<file path="config.mk">
export PLATFORM = sky130hd
export DESIGN_NAME = mem_stage_ext
export DESIGN_NICKNAME = d
export VERILOG_FILES = /design/src/rtl/riscv_mem_pkg.sv /design/src/rtl/data_mem_be.sv /design/src/rtl/mem_stage_ext.sv
export SDC_FILE = /design/constraint.sdc
export NUM_CORES = 2
export LEC_CHECK = 0
export CORE_AREA = 2 2 381 383
export DETAILED_ROUTE_END_ITERATION = 12
export DIE_AREA = 0 0 383 385
export PLACE_DENSITY_LB_ADDON = 0.2
export RECOVER_POWER = 25
export SYNTH_ARGS = -nofsm -noshare
export SYNTH_HDL_FRONTEND = slang
export SYNTH_SLANG_ARGS = --single-unit
</file>
<file path="constraint.sdc">
create_clock -name clk -period 4.76 [get_ports clk]
set_input_delay 0.476 -clock clk [delete_from_list [all_inputs] [get_ports clk]]
set_output_delay 0.476 -clock clk [all_outputs]
set_load 0.02 [all_outputs]
</file>
<file path="src/rtl/riscv_mem_pkg.sv">
// Shared load/store size encodings and memory-stage FSM states.
package riscv_mem_pkg;

  localparam logic [2:0] F3_B  = 3'b000;
  localparam logic [2:0] F3_H  = 3'b001;
  localparam logic [2:0] F3_W  = 3'b010;
  localparam logic [2:0] F3_BU = 3'b100;
  localparam logic [2:0] F3_HU = 3'b101;

  localparam int unsigned CNT_W = 3;

  typedef enum logic {
    ST_IDLE = 1'b0,
    ST_BUSY = 1'b1
  } mem_state_e;

  typedef enum logic [1:0] {
    SZ_B = 2'd0,
    SZ_H = 2'd1,
    SZ_W = 2'd2
  } acc_size_e;

  // Reserved encodings (011, 110, 111) behave as full-word accesses.
  function automatic acc_size_e f3_size(input logic [2:0] f3);
    case (f3)
      F3_B, F3_BU: return SZ_B;
      F3_H, F3_HU: return SZ_H;
      F3_W:        return SZ_W;
      default:     return SZ_W;
    endcase
  endfunction

endpackage

</file>
<file path="src/rtl/data_mem_be.sv">
// Word-organised data RAM with per-byte write enables, async read, sync write.
module data_mem_be #(
  parameter int unsigned DEPTH_WORDS = 64
) (
  input  logic                           clk,
  input  logic                           i_we,
  input  logic [3:0]                     i_be,
  input  logic [$clog2(DEPTH_WORDS)-1:0] i_addr,
  input  logic [31:0]                    i_wdata,
  output logic [31:0]                    o_rdata
);

  logic [31:0] r_mem [DEPTH_WORDS];

  // Contents are deliberately not reset.
  always_ff @(posedge clk) begin
    if (i_we) begin
      for (int b = 0; b < 4; b++) begin
        if (i_be[b]) r_mem[i_addr][8*b +: 8] <= i_wdata[8*b +: 8];
      end
    end
  end

  assign o_rdata = r_mem[i_addr];

endmodule

</file>
<file path="src/rtl/mem_stage_ext.sv">
// Pipeline memory stage: sized loads/stores, misalign detection, optional
// multi-cycle access latency and the MEM/WB pipeline register.
module mem_stage_ext
  import riscv_mem_pkg::*;
#(
  parameter int unsigned XLEN        = 32,
  parameter int unsigned DEPTH_WORDS = 64,
  parameter int unsigned MEM_LAT     = 0
) (
  input  logic            clk,
  input  logic            rst,
  input  logic            RegWriteM,
  input  logic            MemtoRegM,
  input  logic            MemReadM,
  input  logic            MemWriteM,
  input  logic [2:0]      Funct3M,
  input  logic [4:0]      WriteRegM,
  input  logic [XLEN-1:0] ALUOutM,
  input  logic [XLEN-1:0] WriteDataM,
  input  logic            FlushW,
  output logic            StallM,
  output logic            MisalignM,
  output logic            RegWriteW,
  output logic            MemtoRegW,
  output logic            MisalignW,
  output logic [4:0]      WriteRegW,
  output logic [XLEN-1:0] ALUOutW,
  output logic [XLEN-1:0] ReadDataW
);

  localparam int unsigned      AW     = $clog2(DEPTH_WORDS);
  localparam bit               LAT_EN = (MEM_LAT != 0);
  localparam logic [CNT_W-1:0] LAT_LD = CNT_W'(MEM_LAT);

  mem_state_e       r_state, w_state_nxt;
  logic [CNT_W-1:0] r_cnt, w_cnt_nxt;
  logic             w_access, w_unsigned, w_commit, w_we;
  acc_size_e        w_size;
  logic [1:0]       w_off;
  logic [3:0]       w_be;
  logic [31:0]      w_wdata, w_rdata;
  logic [7:0]       w_byte;
  logic [15:0]      w_half;
  logic [XLEN-1:0]  w_ldata;

  assign w_off      = ALUOutM[1:0];
  assign w_access   = MemReadM | MemWriteM;
  assign w_size     = f3_size(Funct3M);
  assign w_unsigned = Funct3M[2] & (w_size != SZ_W);

  always_comb begin : misalign_detect
    MisalignM = 1'b0;
    if (w_access) begin
      case (w_size)
        SZ_H:    MisalignM = w_off[0];
        SZ_W:    MisalignM = |w_off;
        default: MisalignM = 1'b0;
      endcase
    end
  end

  // Replicate store data across lanes; byte enables pick the target lane.
  always_comb begin : store_lanes
    w_be    = 4'b1111;
    w_wdata = WriteDataM[31:0];
    case (w_size)
      SZ_B: begin
        w_be    = 4'b0001 << w_off;
        w_wdata = {4{WriteDataM[7:0]}};
      end
      SZ_H: begin
        w_be    = w_off[1] ? 4'b1100 : 4'b0011;
        w_wdata = {2{WriteDataM[15:0]}};
      end
      default: ;
    endcase
  end

  always_comb begin : load_extract
    w_byte  = w_rdata[{w_off, 3'b000} +: 8];
    w_half  = w_rdata[{w_off[1], 4'b0000} +: 16];
    w_ldata = w_rdata;
    case (w_size)
      SZ_B: w_ldata = w_unsigned ? {{(XLEN-8){1'b0}}, w_byte}
                                 : {{(XLEN-8){w_byte[7]}}, w_byte};
      SZ_H: w_ldata = w_unsigned ? {{(XLEN-16){1'b0}}, w_half}
                                 : {{(XLEN-16){w_half[15]}}, w_half};
      default: ;
    endcase
    if (MisalignM) w_ldata = '0;
  end

  always_ff @(posedge clk) begin : fsm_state
    if (rst) begin
      r_state <= ST_IDLE;
      r_cnt   <= '0;
    end else begin
      r_state <= w_state_nxt;
      r_cnt   <= w_cnt_nxt;
    end
  end

  // w_commit marks the edge at which the access completes and may write.
  always_comb begin : fsm_next
    w_state_nxt = r_state;
    w_cnt_nxt   = r_cnt;
    StallM      = 1'b0;
    w_commit    = 1'b0;
    if (!LAT_EN) begin
      w_commit = w_access;
    end else begin
      case (r_state)
        ST_IDLE: begin
          if (w_access && !MisalignM) begin
            w_state_nxt = ST_BUSY;
            w_cnt_nxt   = LAT_LD;
            StallM      = 1'b1;
          end
        end
        ST_BUSY: begin
          if (r_cnt == CNT_W'(1)) begin
            w_state_nxt = ST_IDLE;
            w_cnt_nxt   = '0;
            w_commit    = 1'b1;
          end else begin
            w_cnt_nxt = r_cnt - CNT_W'(1);
            StallM    = 1'b1;
          end
        end
      endcase
    end
  end

  assign w_we = w_commit & MemWriteM & ~MisalignM & ~rst;

  data_mem_be #(
    .DEPTH_WORDS(DEPTH_WORDS)
  ) u_dmem (
    .clk    (clk),
    .i_we   (w_we),
    .i_be   (w_be),
    .i_addr (ALUOutM[AW+1:2]),
    .i_wdata(w_wdata),
    .o_rdata(w_rdata)
  );

  // MEM/WB register: reset, flush and stall all load a bubble.
  always_ff @(posedge clk) begin : memwb_reg
    if (rst || FlushW || StallM) begin
      RegWriteW <= 1'b0;
      MemtoRegW <= 1'b0;
      MisalignW <= 1'b0;
      WriteRegW <= '0;
      ALUOutW   <= '0;
      ReadDataW <= '0;
    end else begin
      RegWriteW <= RegWriteM & ~MisalignM;
      MemtoRegW <= MemtoRegM;
      MisalignW <= MisalignM;
      WriteRegW <= WriteRegM;
      ALUOutW   <= ALUOutM;
      ReadDataW <= w_ldata;
    end
  end

endmodule

</file>
# == Word level (Yosys, flattened, before mapping) ==
# Memories as Yosys holds them, arrays and structs flattened.
# Cells that the tools add are included.
# word_totals
mem_bits_rw,2048
word_cells,52
memories,1
regBits,72
out_inout_bits,74
in_bits,79
# mem_list
memory,depth,width,rd,rd_clocked_by_memory_dff,wr,line,rtl
u_dmem.r_mem,64,32,1,0,1,data_mem_be.sv:13,logic [31:0] r_mem [DEPTH_WORDS];
# op_classes
mux,21
n_bitwise,8
eq_ne,6
shifts,3
n_reduce_logical,7
# ops
operator,n
$pmux W32 S2,2
$mux W32,2
$shiftx A32 B6 Y16,1
$shiftx A32 B6 Y8,1
$mux W1,13
$pmux W4 S2,1
$reduce_or A2 Y1,4
$eq A3 B3 Y1 const B,2
$and A1 B1 Y1,5
$mux W4,1
$pmux W2 S2,1
$shl A1 B2 Y4 const A,1
$eq A3 B1 Y1 const B,1
$logic_not A3 Y1,1
$eq A2 B1 Y1 const B,1
$eq A2 B2 Y1 const B,1
$logic_not A2 Y1,1
$ne A2 B2 Y1 const B,1
$not A1 Y1,2
$pmux W1 S2,1
$logic_or A1 B1 Y1,1
$or A1 B1 Y1,1

# == Logic depth before layout (Yosys ltp) ==
# depth
depth_word,11
depth_mapped,16
mapped_depth_nobuf,8

# == By module ==
# A second synthesis with hierarchy kept.
# unflattened
hier_cells,4955
hier_area_um2,81499.4
# by_module_without_submodules
module,n_inst,area_each_um2,seq_area_each_um2,cells_per_inst
data_mem_be,1,78407.7,61499.0,4614
mem_stage_ext,1,3091.7,1441.4,341

# == Worst setup path before layout ==
# OpenSTA, ideal clock, no wires.
# synth_timing
kind,input to register
start,input Funct3M[0]
end,"memory u_dmem.r_mem[0][24], data pin"
path_slack_ps,245
stages,4
n_path_buf,2
setup_ps,702
required_ps,4058
arrival_ps,3813
cell_sequence,clkbuf_1 > buf_1 > mux2i_1 > o21ai_0
# synth_between
elab_chain_cells,5
word_cells_on_any_way,10
classes_between,eq/ne: 4; mux: 2; reduce/logical: 4
# synth_rtl
item,line,rtl
"start, declared",mem_stage_ext.sv:16,"input logic [2:0] Funct3M,"
$eq A3 B1 Y1 (tied with other cells),riscv_mem_pkg.sv:25,case (f3)
$reduce_or A2 Y1,riscv_mem_pkg.sv:25,
$pmux W2 S2 *,riscv_mem_pkg.sv:25,
$eq A2 B1 Y1 / $logic_not A2 Y1 (equally long branches),mem_stage_ext.sv:66,case (w_size)
$pmux W32 S2 *,mem_stage_ext.sv:66,
named net u_dmem.i_wdata[24],data_mem_be.sv:9,"input logic [31:0] i_wdata,"
"end, declared",data_mem_be.sv:13,
# The timed path passes the listed nets; every way through them passes the cells marked *.

# == Worst setup path in the final report ==
# layout_timing
start,input Funct3M[0]
end,"memory u_dmem.r_mem[41][31], data pin"
# The elaborated chain is that of the path after synthesis.

==> impl_metrics.toml <==
[drt]
drt.antenna.violating_nets = 0
vias_per_cell = 7.00
vias = 49877
first_pass_iters = 9
wl_per_cell_um = 37.2
drt_iter0_markers = 9060
drt-total-wl_um = 265000
drc = 0

[cts]
clk_pin_slew_ps = 60
cts_buffer_depth = 3
clock_latency_ps = 860
root_buffer = "clkbuf_16"
clock_sinks = 2120
postCtsSetupBuffers = 0
post_cts_resized = 0
htreeDepth = 4
ctsHoldBuffers = 0
cts_tree = "built"
numCtsBuffers = 205

[die]
num_rows = 139
ios = 153
die_height_um = 385
die_area_um2 = 147000
die_w_um = 383
core-area_um2 = 143000
initial_core_util = 0.556

[timing]
grt_setup_unrepaired = "no"
setup_violations = 0
hold_viol_final = 0
skew_ps = 44.0
slew_headroom = -1.09
maxSlewViolCount = 790
finalWorstPathRequiredPeriod_ps = 4280
fmax_mhz = 234
period_share = 0.900
tightestPinTransition_ps = 3130
tns_ps = 0

[logic_synthesis]
synth_seq_cells = 2120
netlist_instances = 4577
syn_nets = 4656
ys_types = 82
ys_seq_area_frac = 0.791
synthTopCellsByArea = "edfxtp_1 77%, a22oi_1 4.6%, mux2i_1 1.9%"
synth-edff-count = 2048
yosysWarnings = 0
syn_area_um2 = 79600
synth_top_cells_by_count = "2,048 x edfxtp_1, 485 x a22oi_1, 315 x nor2_1"
yosysMostFrequentCell = "edfxtp_1"
synth_async_sr_flop_share = 0
synth_top_area_frac = 0.772
synth.largest_area_cell = "edfxtp_1"
postSynthAreaPerCell_um2 = 17.4
synth_top_flop_cell = "edfxtp_1"

[layout]
regArea_um2 = 62900
post-route-util = 0.645
final_layout_size_suffix_gt1_frac = 0.159
n_fill_cell = 9826
area_delta_synth_final_pct = 16.0
multiInputGateArea_um2 = 15300
final_nets = 5128

[worst_setup_path]
crit_start = "Funct3M[0]"
worst_path_max_delay_cell = "o21ai_1"
cp.required_ps = 5410
end_kind = "register"
cpPeakStageDelay_ps = 1950
r2r-start = "u_dmem.r_mem[27][10]"
cp_max_fo = 30
critPathKind = "input port to register"
worstPathCellList = "clkdlybuf4s50_1 -> clkbuf_1 -> mux2i_1 -> o21ai_1 -> buf_4"
arrival_ps = 4930
rrSetupSlack_ps = 1540
start_kind = "input port"

[run_status]
status = "finished with violations"
violations = "capacitance limit, slew limit"

[power]
combinationalPowerShare = 0.059
irDropWorstVdd_mv = 0.364
p_per_area_nw_per_um2 = 420
p_leak_uw = 0.0293
power_frac_clock = 0.409
p_switching_uw = 8730
switching_share = 0.225
p_int_uw = 30100
pwr-share-seq = 0.533

[flow_run]
cap_violations = 17

[worst_hold_path]
worstHoldPathType = "input port to register"
min_from = "ALUOutM[2]"

[placement]
place.gp.congestion = 0.984
dpl.hpwl_um = 172000
port_buffers = 151

[global_routing]
grt.overflow.total = 0
grtUsageTotal = 0.358
antenna_found_initial = 21
grt_pass1_wl_um = 366000
grt_start_max_net_pins = 74
first_global_vias = 46474
## stage by stage
step,instances,power [µW],worst slack (ps),hold WS [ps],instance area (µm²)
after global routing,7121,39600,523,163,92300
after CTS,7120,38800,1000,104,92400
final,7127,38800,477,175,92400
after global placement,6745,23200,240,879,85900
after floorplan,4577,22100,245,547,79600
after detailed placement,6745,23200,150,865,85900
## critical path, delay by kind of cell
| kind | cells | cell delay (ps) |
|---|---|---|
| buffers and inverters | 3 | 2220 |
| muxes | 1 | 190 |
| AOI/OAI and AO/OA | 1 | 1950 |
## state kept, by name (all words and copies together) (netlist names)
name	cells
WriteRegW	5
u_dmem.r_mem	2048
MemtoRegW	1
ReadDataW	32
ALUOutW	32
RegWriteW	1
MisalignW	1
## power groups by stage
| stage | clock network [µW] | registers [µW] | logic [µW] |
|---|---|---|---|
| global placement | 0 | 21100 | 2170 |
| detailed placement | 0 | 21100 | 2200 |
| CTS | 15900 | 20700 | 2210 |
| global route | 16600 | 20700 | 2320 |
| floorplan | 0 | 21100 | 1010 |
| finish | 15900 | 20700 | 2280 |
## path summary, 6_finish.rpt
check	end	cells after the start
worst max-delay path	u_dmem.r_mem[41][31]	5
worst min-delay path	ALUOutW[2]	2
worst min register to register	ReadDataW[2]	5
worst max register to register	ReadDataW[2]	8
## final cells by class
class                           count  area share
Clock inverter                    113      0.0113
Inverter                           15    0.000610
Timing Repair Buffer              586      0.0553
Multi-Input combinational cell   2121       0.166
Clock buffer                      262      0.0595
Tap cell                         1903      0.0258
Sequential cell                  2120       0.682
Antenna cell                        7    0.000190
## cells by family (layout without fill, tap and decap cells)
kind of cell | Yosys count | in the layout | synth area share
other cells | 1 | 8 | 0.0000471
compound gates | 1170 | 1170 | 0.111
xor+xnor | 2 | 2 | 0.000220
mux | 227 | 227 | 0.0357
flops | 2120 | 2120 | 0.791
simple gates | 721 | 721 | 0.0432
buf+inv | 336 | 976 | 0.0194
## placed cells by master (no fill, tap or decap), drive strengths merged, types with 119 or more instances in the layout
master	n
clkbuf	286
mux2i	148
clkdlybuf4s50	136
edfxtp	2048
a221oi	145
nor2	315
a22oi	485
buf	424
a22o	119
nand2	148
## metal layers
| layer | track usage | routed length, µm |
|---|---|---|
| met4 | 0.166 | 14400 |
| met2 | 0.517 | 115000 |
| met1 | 0.495 | 96400 |
| met3 | 0.117 | 38900 |
| met5 | 0 | 127 |
(Power assumes the default switching activity.)
